$ cat src/rtl/nec_ir_pkg.sv
// NEC IR transmitter shared types and timing constants.
// Durations are in NEC time units.
package nec_ir_pkg;

  typedef enum logic [2:0] {
    S_IDLE,
    S_LEAD_MARK,
    S_LEAD_SPACE,
    S_BIT_MARK,
    S_BIT_SPACE,
    S_RPT_SPACE,
    S_STOP_MARK,
    S_GAP
  } state_e;

  localparam int LEAD_MARK_U  = 16;
  localparam int LEAD_SPACE_U = 8;
  localparam int BIT_MARK_U   = 1;
  localparam int ZERO_SPACE_U = 1;
  localparam int ONE_SPACE_U  = 3;
  localparam int RPT_SPACE_U  = 4;
  localparam int STOP_U       = 1;
  localparam int NBITS        = 32;

  function automatic logic is_mark(state_e s);
    return (s == S_LEAD_MARK) ||
           (s == S_BIT_MARK)  ||
           (s == S_STOP_MARK);
  endfunction

endpackage

$ cat src/rtl/nec_carrier_gen.sv
// IR carrier square wave, restarted high at each mark entry.
// Inputs describe the cycle after the clock edge, so carrier is aligned with the envelope register.
module nec_carrier_gen #(
  parameter int CARRIER_HALF = 658
) (
  input  logic clk,
  input  logic rst_n,
  input  logic restart,
  input  logic enable,
  output logic carrier
);

  localparam int PW = (CARRIER_HALF > 1) ? $clog2(CARRIER_HALF) : 1;

  logic [PW-1:0] phase_q, phase_d;
  logic          car_q, car_d;

  always_comb begin
    phase_d = phase_q;
    car_d   = car_q;
    if (restart) begin
      phase_d = '0;
      car_d   = 1'b1;
    end else if (enable) begin
      if (phase_q == PW'(CARRIER_HALF - 1)) begin
        phase_d = '0;
        car_d   = ~car_q;
      end else begin
        phase_d = phase_q + PW'(1);
      end
    end else begin
      phase_d = '0;
      car_d   = 1'b0;
    end
  end

  always_ff @(posedge clk or negedge rst_n) begin
    if (!rst_n) begin
      phase_q <= '0;
      car_q   <= 1'b0;
    end else begin
      phase_q <= phase_d;
      car_q   <= car_d;
    end
  end

  assign carrier = car_q;

endmodule

$ cat src/rtl/nec_ir_tx.sv
// NEC infrared transmitter: frame or repeat code in a fixed-length slot.
// Outputs are registered from next-state values.
module nec_ir_tx
  import nec_ir_pkg::*;
#(
  parameter int UNIT_CYCLES  = 28125,
  parameter int CARRIER_HALF = 658,
  parameter int FRAME_UNITS  = 192
) (
  input  logic       clk,
  input  logic       rst_n,
  input  logic       start,
  input  logic       rpt,
  input  logic [7:0] addr,
  input  logic [7:0] cmd,
  output logic       busy,
  output logic       done,
  output logic       ir_env,
  output logic       ir_out
);

  localparam int UW = (UNIT_CYCLES > 1) ? $clog2(UNIT_CYCLES) : 1;
  localparam int SW = (FRAME_UNITS > 1) ? $clog2(FRAME_UNITS) : 1;

  state_e        state_q, state_d;
  logic [UW-1:0] unit_q, unit_d;
  logic [SW-1:0] slot_q, slot_d;
  logic [4:0]    su_q, su_d;
  logic [4:0]    dur_last;
  logic [31:0]   shift_q, shift_d;
  logic [4:0]    idx_q, idx_d;
  logic          rpt_q, rpt_d;
  logic          busy_q, busy_d;
  logic          done_q, done_d;
  logic          env_q, env_d;
  logic          unit_tick;
  logic          seg_end;
  logic          slot_end;
  logic          car_restart;
  logic          carrier;

  assign unit_tick = (unit_q == UW'(UNIT_CYCLES - 1));
  assign slot_end  = unit_tick && (slot_q == SW'(FRAME_UNITS - 1));
  assign seg_end   = unit_tick && (su_q == dur_last);

  always_comb begin
    dur_last = '0;
    unique case (state_q)
      S_LEAD_MARK:  dur_last = 5'(LEAD_MARK_U - 1);
      S_LEAD_SPACE: dur_last = 5'(LEAD_SPACE_U - 1);
      S_BIT_MARK:   dur_last = 5'(BIT_MARK_U - 1);
      S_BIT_SPACE:  dur_last = shift_q[0] ? 5'(ONE_SPACE_U - 1)
                                          : 5'(ZERO_SPACE_U - 1);
      S_RPT_SPACE:  dur_last = 5'(RPT_SPACE_U - 1);
      S_STOP_MARK:  dur_last = 5'(STOP_U - 1);
      default:      dur_last = '0;
    endcase
  end

  always_comb begin
    state_d = state_q;
    unit_d  = unit_q;
    slot_d  = slot_q;
    su_d    = su_q;
    shift_d = shift_q;
    idx_d   = idx_q;
    rpt_d   = rpt_q;
    if (state_q == S_IDLE) begin
      unit_d = '0;
      slot_d = '0;
      su_d   = '0;
      // start has priority over rpt
      if (start) begin
        shift_d = {~cmd, cmd, ~addr, addr};
        rpt_d   = 1'b0;
        state_d = S_LEAD_MARK;
      end else if (rpt) begin
        rpt_d   = 1'b1;
        state_d = S_LEAD_MARK;
      end
    end else begin
      unit_d = unit_tick ? '0 : unit_q + UW'(1);
      if (unit_tick) begin
        slot_d = slot_q + SW'(1);
        su_d   = su_q + 5'd1;
      end
      unique case (state_q)
        S_LEAD_MARK:
          if (seg_end) state_d = rpt_q ? S_RPT_SPACE : S_LEAD_SPACE;
        S_LEAD_SPACE:
          if (seg_end) begin
            idx_d   = '0;
            state_d = S_BIT_MARK;
          end
        S_BIT_MARK:
          if (seg_end) state_d = S_BIT_SPACE;
        S_BIT_SPACE:
          if (seg_end) begin
            shift_d = shift_q >> 1;
            idx_d   = idx_q + 5'd1;
            state_d = (idx_q == 5'(NBITS - 1)) ? S_STOP_MARK : S_BIT_MARK;
          end
        S_RPT_SPACE:
          if (seg_end) state_d = S_STOP_MARK;
        S_STOP_MARK:
          if (seg_end) state_d = S_GAP;
        S_GAP:
          if (slot_end) state_d = S_IDLE;
        default: state_d = S_IDLE;
      endcase
      if (state_d != state_q) su_d = '0;
      if (state_d == S_IDLE) begin
        slot_d = '0;
        unit_d = '0;
      end
    end
  end

  // done is set for the cycle that will be the final one of the slot
  always_comb begin
    env_d  = is_mark(state_d);
    busy_d = (state_d != S_IDLE);
    done_d = (state_d == S_GAP) &&
             (unit_d == UW'(UNIT_CYCLES - 1)) &&
             (slot_d == SW'(FRAME_UNITS - 1));
  end

  always_ff @(posedge clk or negedge rst_n) begin
    if (!rst_n) begin
      state_q <= S_IDLE;
      unit_q  <= '0;
      slot_q  <= '0;
      su_q    <= '0;
      shift_q <= '0;
      idx_q   <= '0;
      rpt_q   <= 1'b0;
      busy_q  <= 1'b0;
      done_q  <= 1'b0;
      env_q   <= 1'b0;
    end else begin
      state_q <= state_d;
      unit_q  <= unit_d;
      slot_q  <= slot_d;
      su_q    <= su_d;
      shift_q <= shift_d;
      idx_q   <= idx_d;
      rpt_q   <= rpt_d;
      busy_q  <= busy_d;
      done_q  <= done_d;
      env_q   <= env_d;
    end
  end

  assign car_restart = env_d && !env_q;

  nec_carrier_gen #(
    .CARRIER_HALF(CARRIER_HALF)
  ) u_carrier (
    .clk    (clk),
    .rst_n  (rst_n),
    .restart(car_restart),
    .enable (env_d),
    .carrier(carrier)
  );

  assign busy   = busy_q;
  assign done   = done_q;
  assign ir_env = env_q;
  // carrier is forced low whenever the envelope is low
  assign ir_out = carrier;

endmodule

$ cat config.mk
export PLATFORM = sky130hd
export DESIGN_NAME = nec_ir_tx
export DESIGN_NICKNAME = d
export VERILOG_FILES = /design/src/rtl/nec_ir_pkg.sv /design/src/rtl/nec_carrier_gen.sv /design/src/rtl/nec_ir_tx.sv
export SDC_FILE = /design/constraint.sdc
export NUM_CORES = 1
export LEC_CHECK = 0
export BUFFER_PORTS_ARGS = -buffer_cell sky130_fd_sc_hd__buf_2
export CORE_MARGIN = 4
export CORE_UTILIZATION = 40
export CTS_CLUSTER_SIZE = 25
export DETAILED_ROUTE_END_ITERATION = 16
export GPL_TIMING_DRIVEN = 1
export SETUP_SLACK_MARGIN = 0.05
export SLEW_MARGIN = 0
export SYNTH_ARGS = -nofsm -noshare
export SYNTH_HDL_FRONTEND = slang
export SYNTH_HIERARCHICAL = 1
export SYNTH_SLANG_ARGS = --single-unit
$ cat constraint.sdc
create_clock -name clk -period 3.19 [get_ports clk]
set_input_delay 0.638 -clock clk [delete_from_list [all_inputs] [get_ports clk]]
set_output_delay 0.638 -clock clk [all_outputs]
set_load 0.02 [all_outputs]
==> results.md, run 1 <==
* Final nets at 558
* Final Setup Violations at 0
* Vias/cell at 5.424
* Crit share post-route at 97.88%
* Vias at 3661
* Area leader, netlist: dfrtp_1
* Power per cell area at 390.2 nW/um^2
* RSZ-0062 raised after global routing: true
* Starting Density at 41.22%
* Reg-to-Reg Start: unit_q[0]
* GRT Util Overall at 16.34%
* Fin cells at 675
* Clk network pwr share at 47.8%
* Setup ws final at 0.06761 ns
* Sequential-to-total area share from yosys stat at 46.07%
* Post-route minimum period at 3.122 ns
* EDFF count, synth at 0
* CP Capture Type: flop
* Synth cell types at 64
* Synth Net Count at 510
* Die Wd at 114.2 um
* Yosys warnings at 6
* # port buffers at 23
* Area post-placement at 4932 um^2
* Fraction of power spent switching nets at 23.30%
* First-pass GRT wire length at 16970 um
* DRC errors left at 0
* Worst path arrival time at 3.41 ns
* Synth top cells by count: dfrtp_1, nand2_1, nor2_1
* Max-cap violations at 0
* Clock sinks at 83
* Max transition margin at 53.85%
* Initial DRC count at 156
* Post-DR wirelength/cell at 14.55 um
* Reg2reg end: u_carrier/carrier
* Total Wirelength at 9818 um
* Design Area, Final at 5354 um^2
* CP max FO at 9
* Hold Vio Cnt, Final at 0
* Io pins at 24
* Cells after synthesis at 482
* Least-Margin Pin Slew at 0.6922 ns
* Synth async-reset ratio at 100.0%
* CTS Buf Count at 9
* CTS root buffer: clkbuf_16
* Avg Inst Size Synth at 9.353 um^2
* Die area at 13030 um^2
* FP Rows at 38
* Area Overhead vs Synth at 18.76%
* Synth Cell Area at 4508 um^2
* Reg clk slew, reported paths at 0.07 ns
* Main synth FF type: dfrtp_1
* Dpl cells at 650
* Die H at 114.2 um
* Sequential power share at 50.4%
* Worst min path class: primary input to asynchronous set/reset pin
* Internal at 1.602 mW
* R2r setup slk at 0.07 ns
* Post-DRT Antenna Nets at 0
* Cell with the most instances after synthesis: dfrtp_1
* Vias in the first global route at 3613
* Pre-CTS setup slack at -0.01690 ns
* Skew-Pair Late Insertion Delay at 0.35 ns
* CP startpoint kind: flop
* Initial antenna violation count at 0
* Worst EP required at 3.47 ns
* Deepest clock path buffer count at 2
* Synth top area share at 46.07%
* Gr ovfl total at 0
* Area contributors post-synth: dfrtp_1, o21ai_0, nand2_1, a21oi_1, mux2i_1
* Largest net degree at the start of global routing at 65
* Core ar. at 10940 um^2
* Worst VDD drop at 0.2443 mV
* TritonRoute pass-1 iters at 4
* Outcome: complete, no violations
* Worst r2r path cells at 13
* F_max at 320.3 MHz
* Slew Viols, Final at 0
* Clock Skews at 0.009703 ns
* DPL Wire Length at 6663 um
* Post-CTS Hold Buffers at 0
* Number of diodes at 0
* Leakage at 2.246 nW
* H-tree depth at 3
* Power Total at 2.089 mW
* Comb pwr share at 1.8%
* CTS tree: yes
* Layout cells sized above 1 at 19.63%
* CP Class: flop to flop
* P_sw at 0.4867 mW
* #FFs+latches synth at 83
* Final core occ at 48.96%
* Final GP Congestion at 0.8506
[cells in the final DEF, fill, tap and decap left out, types with 2 or more instances in the layout]
| master | synthesis | final |
|---|---|---|
| dfrtp_1 | 83 | 82 |
| or2b_1 | 2 | 2 |
| nand3_1 | 16 | 16 |
| inv_2 | 1 | 3 |
| clkinv_4 | 0 | 2 |
| a21boi_0 | 3 | 2 |
| or3_1 | 4 | 3 |
| o31ai_1 | 7 | 6 |
| a31o_2 | 2 | 2 |
| o22ai_1 | 2 | 2 |
| or4_4 | 1 | 2 |
| or4_1 | 4 | 3 |
| nor3_2 | 1 | 3 |
| buf_4 | 0 | 35 |
| o21ai_0 | 43 | 41 |
| o21ai_4 | 0 | 2 |
| buf_2 | 6 | 22 |
| o2111ai_1 | 2 | 2 |
| nor4_1 | 5 | 4 |
| a22o_1 | 4 | 4 |
| nor4b_1 | 3 | 3 |
| nand4_1 | 11 | 11 |
| nand2b_1 | 4 | 4 |
| xnor2_1 | 13 | 13 |
| o21ai_1 | 2 | 2 |
| xor2_1 | 15 | 15 |
| nand2_1 | 56 | 56 |
| inv_1 | 9 | 7 |
| nor2_1 | 46 | 46 |
| or2_2 | 2 | 2 |
| clkbuf_16 | 0 | 9 |
| a21oi_1 | 38 | 38 |
| nor2b_1 | 4 | 4 |
| nand3b_1 | 2 | 2 |
| inv_6 | 0 | 2 |
| ha_1 | 8 | 7 |
| nand4b_1 | 5 | 5 |
| mux2i_1 | 19 | 19 |
| and3_1 | 7 | 7 |
| nor3_1 | 9 | 7 |
[stage by stage]
stage	setup TNS [ns]	hold slack (ns)
2_1_floorplan	0	0.3424
3_3_place_gp	0	0.4607
3_5_place_dp	-0.01690	0.4696
4_1_cts	0	0.3507
5_1_grt	-0.06130	0.3900
6_report	0	0.3200
[layer usage]
layer	vias to the layer above	part of all wire (%)	track usage (%)
met5	-	0	0
met4	0	2.4	8.393
met3	18	3.4	2.643
met2	59	46	25.21
met1	1747	49	22.21
li1	1837	-	-
[flip-flops by register name (all words and copies together) (netlist names)]
name and cells:
slot_q 8, su_q 5, state_q 3, shift_q 32
busy 1, u_carrier/carrier 1, rpt_q 1, idx_q 5
done 1, u_carrier/phase_q 10, ir_env 1, unit_q 15
[power groups by stage]
stage | sequential (mW) | combinational [mW] | clock, mW
6_report | 1.05 | 0.0382 | 0.999
3_3_place_gp | 1.07 | 0.0399 | 0
3_5_place_dp | 1.07 | 0.0407 | 0
4_1_cts | 1.05 | 0.0409 | 1.03
5_1_grt | 1.05 | 0.0460 | 1.07
2_1_floorplan | 1.07 | 0.00103 | 0
[timing repair]
| item | 4_1_cts | 5_1_grt |
|---|---|---|
| endpoints found under the setup margin | 4 | 11 |
| buffers inserted | 7 | 2 |
| gates resized for setup | 9 | 6 |
| pin swaps | 5 | 10 |
[cell type report]
type	count	area (um^2)
clock buffer	9	225.2
sequential	83	2078
clock inverter	7	58.81
timing repair buffer	59	404.1
tap	140	175.2
inverter	10	37.54
multi-input combinational	367	2375
fill	1028	5582
[worst max path at each step]
stage                          from  slack [ns]  cells past startpoint           endpoint
after floorplan           unit_q[0]        0.09                     13  u_carrier/carrier
after global placement    unit_q[0]        0.07                     12  u_carrier/carrier
after detailed placement  unit_q[0]       -0.02                     12  u_carrier/carrier
after CTS                 unit_q[0]       0.002                     13  u_carrier/carrier
after global routing      unit_q[0]       -0.06                     13  u_carrier/carrier
final                     unit_q[0]        0.07                     13  u_carrier/carrier
[cell families after synthesis]
| group | synth area share, % |
|---|---|
| flip-flops | 46.07 |
| buffers and inverters | 3.164 |
| XOR/XNOR | 5.440 |
| adder cells (fa/ha/maj) | 2.220 |
| AO/OA/AOI/OAI | 16.76 |
| AND/OR/NAND/NOR | 22.12 |
| multiplexers | 4.219 |
[critical path, cell delays in order, from the launching register on]
cell and delay, ns:
dfrtp_1 0.39, inv_2 0.09, ha_4 0.13, nand4bb_1 0.10, or4_4 0.52, buf_6 0.15
buf_12 0.13, or3_4 0.35, o311ai_4 0.27, o21bai_2 0.14, o21ai_4 0.08, or2b_1 0.23
or4_1 0.39, nand3_1 0.08
(Power assumes the default switching activity.)
==> run 2, diff against run 1 <==
--- a/config.mk
+++ b/config.mk
@@ -8,9 +8,9 @@
 export BUFFER_PORTS_ARGS = -buffer_cell sky130_fd_sc_hd__buf_2
 export CORE_MARGIN = 4
 export CORE_UTILIZATION = 40
-export CTS_CLUSTER_SIZE = 25
+export CTS_CLUSTER_SIZE = 12
 export DETAILED_ROUTE_END_ITERATION = 16
-export GPL_TIMING_DRIVEN = 1
+export GPL_TIMING_DRIVEN = 0
 export SETUP_SLACK_MARGIN = 0.05
 export SLEW_MARGIN = 0
 export SYNTH_ARGS = -nofsm -noshare
==> results.md, run 2 (synthesis results as in run 1) <==
* DPL Wire Length at 6960 um (+4.5%)
* CP max FO at 6 (-3)
* Final Setup Violations at 1 (+1)
* Clock sinks at 83 (unchanged)
* Core ar. at 10940 um^2 (unchanged)
* Worst EP required at 3.47 ns (about the same)
* Area Overhead vs Synth at 18.29%
* Leakage at 2.151 nW (-4.2%)
* Deepest clock path buffer count at 2 (unchanged)
* TritonRoute pass-1 iters at 5 (+1)
* Vias in the first global route at 3735 (+3.4%)
* DRC errors left at 0 (unchanged)
* Post-route minimum period at 3.214 ns (+0.09124 ns)
* Initial antenna violation count at 0 (unchanged)
* GRT Util Overall at 16.90% (+0.55 points)
* Post-DRT Antenna Nets at 0 (unchanged)
* Slew Viols, Final at 0 (unchanged)
* Worst VDD drop at 0.2240 mV (-8.3%)
* Worst path arrival time at 3.49 ns (+0.08 ns)
* Design Area, Final at 5333 um^2 (-0.40%)
* Starting Density at 41.22% (unchanged)
* Die H at 114.2 um (unchanged)
* F_max at 311.2 MHz (-2.8%)
* Crit share post-route at 100.7% (+2.9 points)
* Most frequent cells in the layout: dfrtp_1, nand2_1, nor2_1
* Sequential cell area at 2077 um^2 (about the same)
* Area post-placement at 4840 um^2 (-1.9%)
* Multi-input gate area at 2416 um^2 (+1.7%)
* Final core occ at 48.76% (-0.19 points)
* CP startpoint kind: flop
* Initial DRC count at 224 (+44%)
* CTS root buffer: clkbuf_16
* RSZ-0062 raised after global routing: true
* FP Rows at 38 (unchanged)
* Commonest non-fill, non-tap cell in the layout: dfrtp_1
* Largest Register: shift_q
* Final GP Congestion at 0.8675 (+2.0%)
* Worst min path class: primary input to asynchronous set/reset pin
* Post-CTS Hold Buffers at 0 (unchanged)
* Largest regs: shift_q x32, unit_q x15, u_carrier/phase_q x10
* CP Class: flop to flop
* Hold Vio Cnt, Final at 0 (unchanged)
* Pre-CTS setup slack at -0.1610 ns (-0.1441 ns)
* Die Wd at 114.2 um (unchanged)
* Max transition margin at 52.67% (-1.2 points)
* Setup tns final at -0.02363 ns (-0.02363 ns)
* Hold_ws at 0.2298 ns (-0.09023 ns)
* Number of diodes at 0 (unchanged)
* Setup ws final at -0.02363 ns (-0.09124 ns)
* Power per cell area at 389.5 nW/um^2 (-0.19%)
* Failing checks: negative setup slack
* Outcome: finished with violations
* Vias at 3742 (+2.2%)
* Total Wirelength at 10300 um (+5.0%)
* Layout cells sized above 1 at 17.76% (-1.9 points)
* Reg clk slew, reported paths at 0.06 ns (about the same)
* First-pass GRT wire length at 17860 um (+5.3%)
* Die area at 13030 um^2 (unchanged)
* Gr ovfl total at 0 (unchanged)
* Largest register FFs at 32 (unchanged)
* Skew-Pair Late Insertion Delay at 0.35 ns (about the same)
* Vias/cell at 5.544 (+2.2%)
* Post-DR wirelength/cell at 15.27 um (+5.0%)
* Final nets at 558 (unchanged)
* # port buffers at 23 (unchanged)
* Least-Margin Pin Slew at 0.7099 ns (+0.01777 ns)
* Largest net degree at the start of global routing at 54 (-17%)
* Fill cell count at 1051 (+2.2%)
* H-tree depth at 3 (unchanged)
* Clock Skews at 0.009721 ns (+0.00001788 ns)
* Io pins at 24 (unchanged)
* CTS tree: yes
* CP Capture Type: flop
* CTS Buf Count at 9 (unchanged)
* Max-cap violations at 0 (unchanged)
run 2: changes by cell type in the layout (fill, tap and decap cells not counted), moves of 2 or more:
cell,previous run,this run
a21oi_1,38,36
a21oi_2,0,2
buf_2,22,28
buf_4,35,14
clkbuf_1,0,14
nor3_2,3,1
run 2: timing repair:
action / CTS / global route
gates resized for setup: 9 / 17
pin swaps: 6 / 6
buffers inserted: 7 / 6
setup endpoints to repair: 11 / 11
run 2: report_power, final:
group	internal [mW]	switching [mW]
sequential	1.05	0
clock	0.551	0.431
combinational	0.0130	0.0287
run 2: area by class of cell:
cell class / count / area share [%]
Multi-Input combinational cell: 367 / 45.31
Timing Repair Buffer: 37 / 4.552
Inverter: 10 / 0.7039
Tap cell: 140 / 3.285
Buffer: 22 / 1.971
Clock inverter: 5 / 0.6804
Sequential cell: 83 / 38.95
Clock buffer: 11 / 4.552
run 2: through the flow:
step	total power, mW	std cells
2_1_floorplan	1.073	482
3_3_place_gp	1.111	645
3_5_place_dp	1.116	646
4_1_cts	2.108	669
5_1_grt	2.156	675
6_report	2.077	675
run 2: routing by layer:
layer | track usage [%] | routed length [um] | up-vias | share of wire, %
li1 | - | - | 1827 | -
met5 | 0 | 0 | - | 0
met1 | 23.17 | 5010 | 1829 | 49
met3 | 3.066 | 372 | 15 | 3.6
met4 | 8.234 | 238 | 0 | 2.3
met2 | 25.80 | 4683 | 71 | 45
run 2: worst max-delay path, cell delays in order (launching register included):
cell and delay [ns]:
dfrtp_1 0.39, inv_2 0.08, ha_4 0.13, nand4bb_1 0.10, or4_4 0.52, buf_6 0.15, nor4_4 0.24, nand4b_1 0.20
o311ai_2 0.15, or2_4 0.29, o21ai_4 0.17, or2b_1 0.24, or4_4 0.42, nand3_2 0.06
run 2: worst paths after layout:
path | slack [ns] | start | cells past startpoint | endpoint
hold / removal | 0.23 | rst_n | 1 | unit_q[9]
min in group clk | 0.49 | shift_q[5] | 2 | shift_q[5]
max in group asynchronous | 2.36 | rst_n | 2 | state_q[0]
hold reg to reg | 0.49 | shift_q[5] | 2 | shift_q[5]
setup / recovery | -0.02 | unit_q[0] | 13 | u_carrier/carrier
setup reg to reg | -0.02 | unit_q[0] | 13 | u_carrier/carrier
==> run 3, diff against run 2 <==
--- a/config.mk
+++ b/config.mk
@@ -11,9 +11,10 @@
 export CTS_CLUSTER_SIZE = 12
 export DETAILED_ROUTE_END_ITERATION = 16
 export GPL_TIMING_DRIVEN = 0
-export SETUP_SLACK_MARGIN = 0.05
+export SETUP_SLACK_MARGIN = 0.1
 export SLEW_MARGIN = 0
 export SYNTH_ARGS = -nofsm -noshare
 export SYNTH_HDL_FRONTEND = slang
 export SYNTH_HIERARCHICAL = 1
 export SYNTH_SLANG_ARGS = --single-unit
+export TNS_END_PERCENT = 50
==> constraint.sdc (replaced) <==
create_clock -name clk -period 3.5 [get_ports clk]
set_input_delay 0.7 -clock clk [delete_from_list [all_inputs] [get_ports clk]]
set_output_delay 0.7 -clock clk [all_outputs]
set_load 0.02 [all_outputs]
==> results.md, run 3 (synthesis results as in run 1) <==
* Outcome: complete, no violations
* F_max at 297.7 MHz (-4.3%)
* Metal3 WL at 423 um (+14%)
* Starting Density at 41.22% (unchanged)
* Area Overhead vs Synth at 16.26%
* Deepest clock path buffer count at 2 (unchanged)
* Vias at 3688 (-1.4%)
* CP Capture Type: flop
* Max transition margin at 51.50% (-1.2 points)
* Core ar. at 10940 um^2 (unchanged)
* Initial DRC count at 198 (-12%)
* Post-route minimum period at 3.359 ns (+0.1456 ns)
* CTS root buffer: clkbuf_16
* # port buffers at 23 (unchanged)
* GRT Util Overall at 16.99% (+0.097 points)
* Io pins at 24 (unchanged)
* Crit share post-route at 95.98% (-4.8 points)
* Die H at 114.2 um (unchanged)
* Worst VDD drop at 0.1799 mV (-20%)
* Commonest non-fill, non-tap cell in the layout: dfrtp_1
* Power per cell area at 366.3 nW/um^2 (-5.9%)
* Vias/cell at 5.480 (-1.2%)
* Reg clk slew, reported paths at 0.06 ns (about the same)
* FP Rows at 38 (unchanged)
* First-pass GRT wire length at 17930 um (+0.35%)
* Worst min path class: primary input to asynchronous set/reset pin
* Initial antenna violation count at 0 (unchanged)
* CP Class: flop to flop
* Power Total at 1.920 mW (-7.5%)
* Gr ovfl total at 0 (unchanged)
* Largest register FFs at 32 (unchanged)
* Total Wirelength at 10210 um (-0.93%)
* RSZ-0062 raised after global routing: true
* Leakage at 2.139 nW (-0.57%)
* Met2 Routed Length at 4687 um (about the same)
* CTS tree: yes
* Worst path arrival time at 3.63 ns (+0.14 ns)
* TritonRoute pass-1 iters at 4 (-1)
* P_sw at 0.4240 mW (-7.8%)
* Worst r2r path cells at 13 (unchanged)
* Largest regs: shift_q x32, unit_q x15, u_carrier/phase_q x10
* Skew-Pair Late Insertion Delay at 0.34 ns (about the same)
* Pre-CTS setup slack at -0.1908 ns (-0.02977 ns)
* Reg-to-Reg Start: unit_q[0]
* Sequential power share at 50.0% (-0.7 points)
* Internal at 1.496 mW (-7.5%)
* DPL Wire Length at 7050 um (+1.3%)
* Post-CTS Hold Buffers at 0 (unchanged)
* Post-DRT Antenna Nets at 0 (unchanged)
* Comb pwr share at 2.0% (about the same)
* R2r setup slk at 0.14 ns (+0.16 ns)
* Die Wd at 114.2 um (unchanged)
* DRC errors left at 0 (unchanged)
* Final nets at 556 (-0.36%)
* Number of diodes at 0 (unchanged)
* Fraction of power spent switching nets at 22.08% (-0.065 points)
* Largest net degree at the start of global routing at 60 (+11%)
* CTS Buf Count at 9 (unchanged)
* Die area at 13030 um^2 (unchanged)
* CP max FO at 7 (+1)
* Post-DR wirelength/cell at 15.17 um (-0.64%)
* CP startpoint kind: flop
* DRT met1 WL at 4932 um (-1.6%)
* Most frequent cells in the layout: dfrtp_1, nand2_1, nor2_1
* H-tree depth at 3 (unchanged)
* Top sig layer: met4
* Clock Skews at 0.01029 ns (+0.0005674 ns)
* Clk network pwr share at 48.1% (+0.8 points)
* Vias in the first global route at 3699 (-0.96%)
* Slew Viols, Final at 0 (unchanged)
* Clock sinks at 83 (unchanged)
* Largest Register: shift_q
* Layout cells sized above 1 at 15.57% (-2.2 points)
* Final Setup Violations at 0 (-1)
* Max-cap violations at 0 (unchanged)
* Hold Vio Cnt, Final at 0 (unchanged)
* Final GP Congestion at 0.8288 (-4.5%)
* Hold_ws at 0.2683 ns (+0.03847 ns)
* Reg2reg end: u_carrier/carrier
* Worst EP required at 3.77 ns (+0.30 ns)
* Setup ws final at 0.1407 ns (+0.1644 ns)
* Least-Margin Pin Slew at 0.7274 ns (+0.01750 ns)
==> run 3: cell count changes in the layout (fill, tap and decap cells not counted), sizes merged <==
| cell | delta |
|---|---|
| buf | -2 |
| clkinv | -2 |
| clkbuf | +1 |
| inv | +1 |
==> run 3: layout make-up <==
type / count / area (um^2)
Clock inverter: 4 / 31.28
Multi-Input combinational cell: 367 / 2328
Fill cell: 1058 / 5694
Sequential cell: 83 / 2079
Inverter: 10 / 37.54
Clock buffer: 12 / 256.5
Buffer: 22 / 105.1
Tap cell: 140 / 175.2
Timing Repair Buffer: 35 / 227.7
==> run 3: how the worst max path moves through the flow <==
stage	from	end	cells past startpoint
3_3_place_gp	unit_q[0]	u_carrier/carrier	13
2_1_floorplan	unit_q[0]	u_carrier/carrier	13
6_report	unit_q[0]	u_carrier/carrier	13
4_1_cts	unit_q[0]	u_carrier/carrier	13
5_1_grt	unit_q[1]	u_carrier/carrier	13
3_5_place_dp	unit_q[0]	u_carrier/carrier	13
==> run 3: metrics by stage <==
stage | TNS (ns) | std cells | util, % | cell area [um^2]
floorplan | 0 | 482 | - | 4508
global placement | -0.1239 | 645 | 43.88 | 4798
detailed placement | -0.5208 | 646 | 44.15 | 4828
CTS | 0 | 662 | 46.82 | 5120
global route | -0.04006 | 673 | 47.93 | 5241
finish | 0 | 673 | 47.93 | 5241
==> run 3: timing repair <==
item,4_1_cts,5_1_grt
buffers inserted,0,11
setup endpoints to repair,11,11
pin swaps,1,6
gates cloned,0,0
resized for setup,2,11
==> run 3: power by group through the flow <==
stage / clock, mW / sequential [mW] / combinational [mW]
after floorplan: 0 / 0.977 / 0.000940
after global placement: 0 / 0.977 / 0.0350
after detailed placement: 0 / 0.977 / 0.0397
after CTS: 0.948 / 0.959 / 0.0401
after global routing: 0.991 / 0.958 / 0.0443
final: 0.923 / 0.959 / 0.0380
==> run 3: critical path, stage by stage (launching register included) <==
cell and delay, ns:
dfrtp_2 0.43, inv_2 0.09, ha_4 0.13, nand4bb_1 0.10, or4_4 0.54, buf_6 0.15
nor4_4 0.31, nand4b_1 0.21, o311ai_2 0.15, or2_4 0.31, o21ai_4 0.16, or2b_1 0.24
or4_1 0.39, nand3_1 0.08
==> run 3: layer usage <==
layer / vias up / track usage [%]
li1: 1825 / -
met1: 1806 / 22.86
met2: 47 / 26.81
met3: 10 / 3.383
met4: 0 / 7.126
met5: - / 0
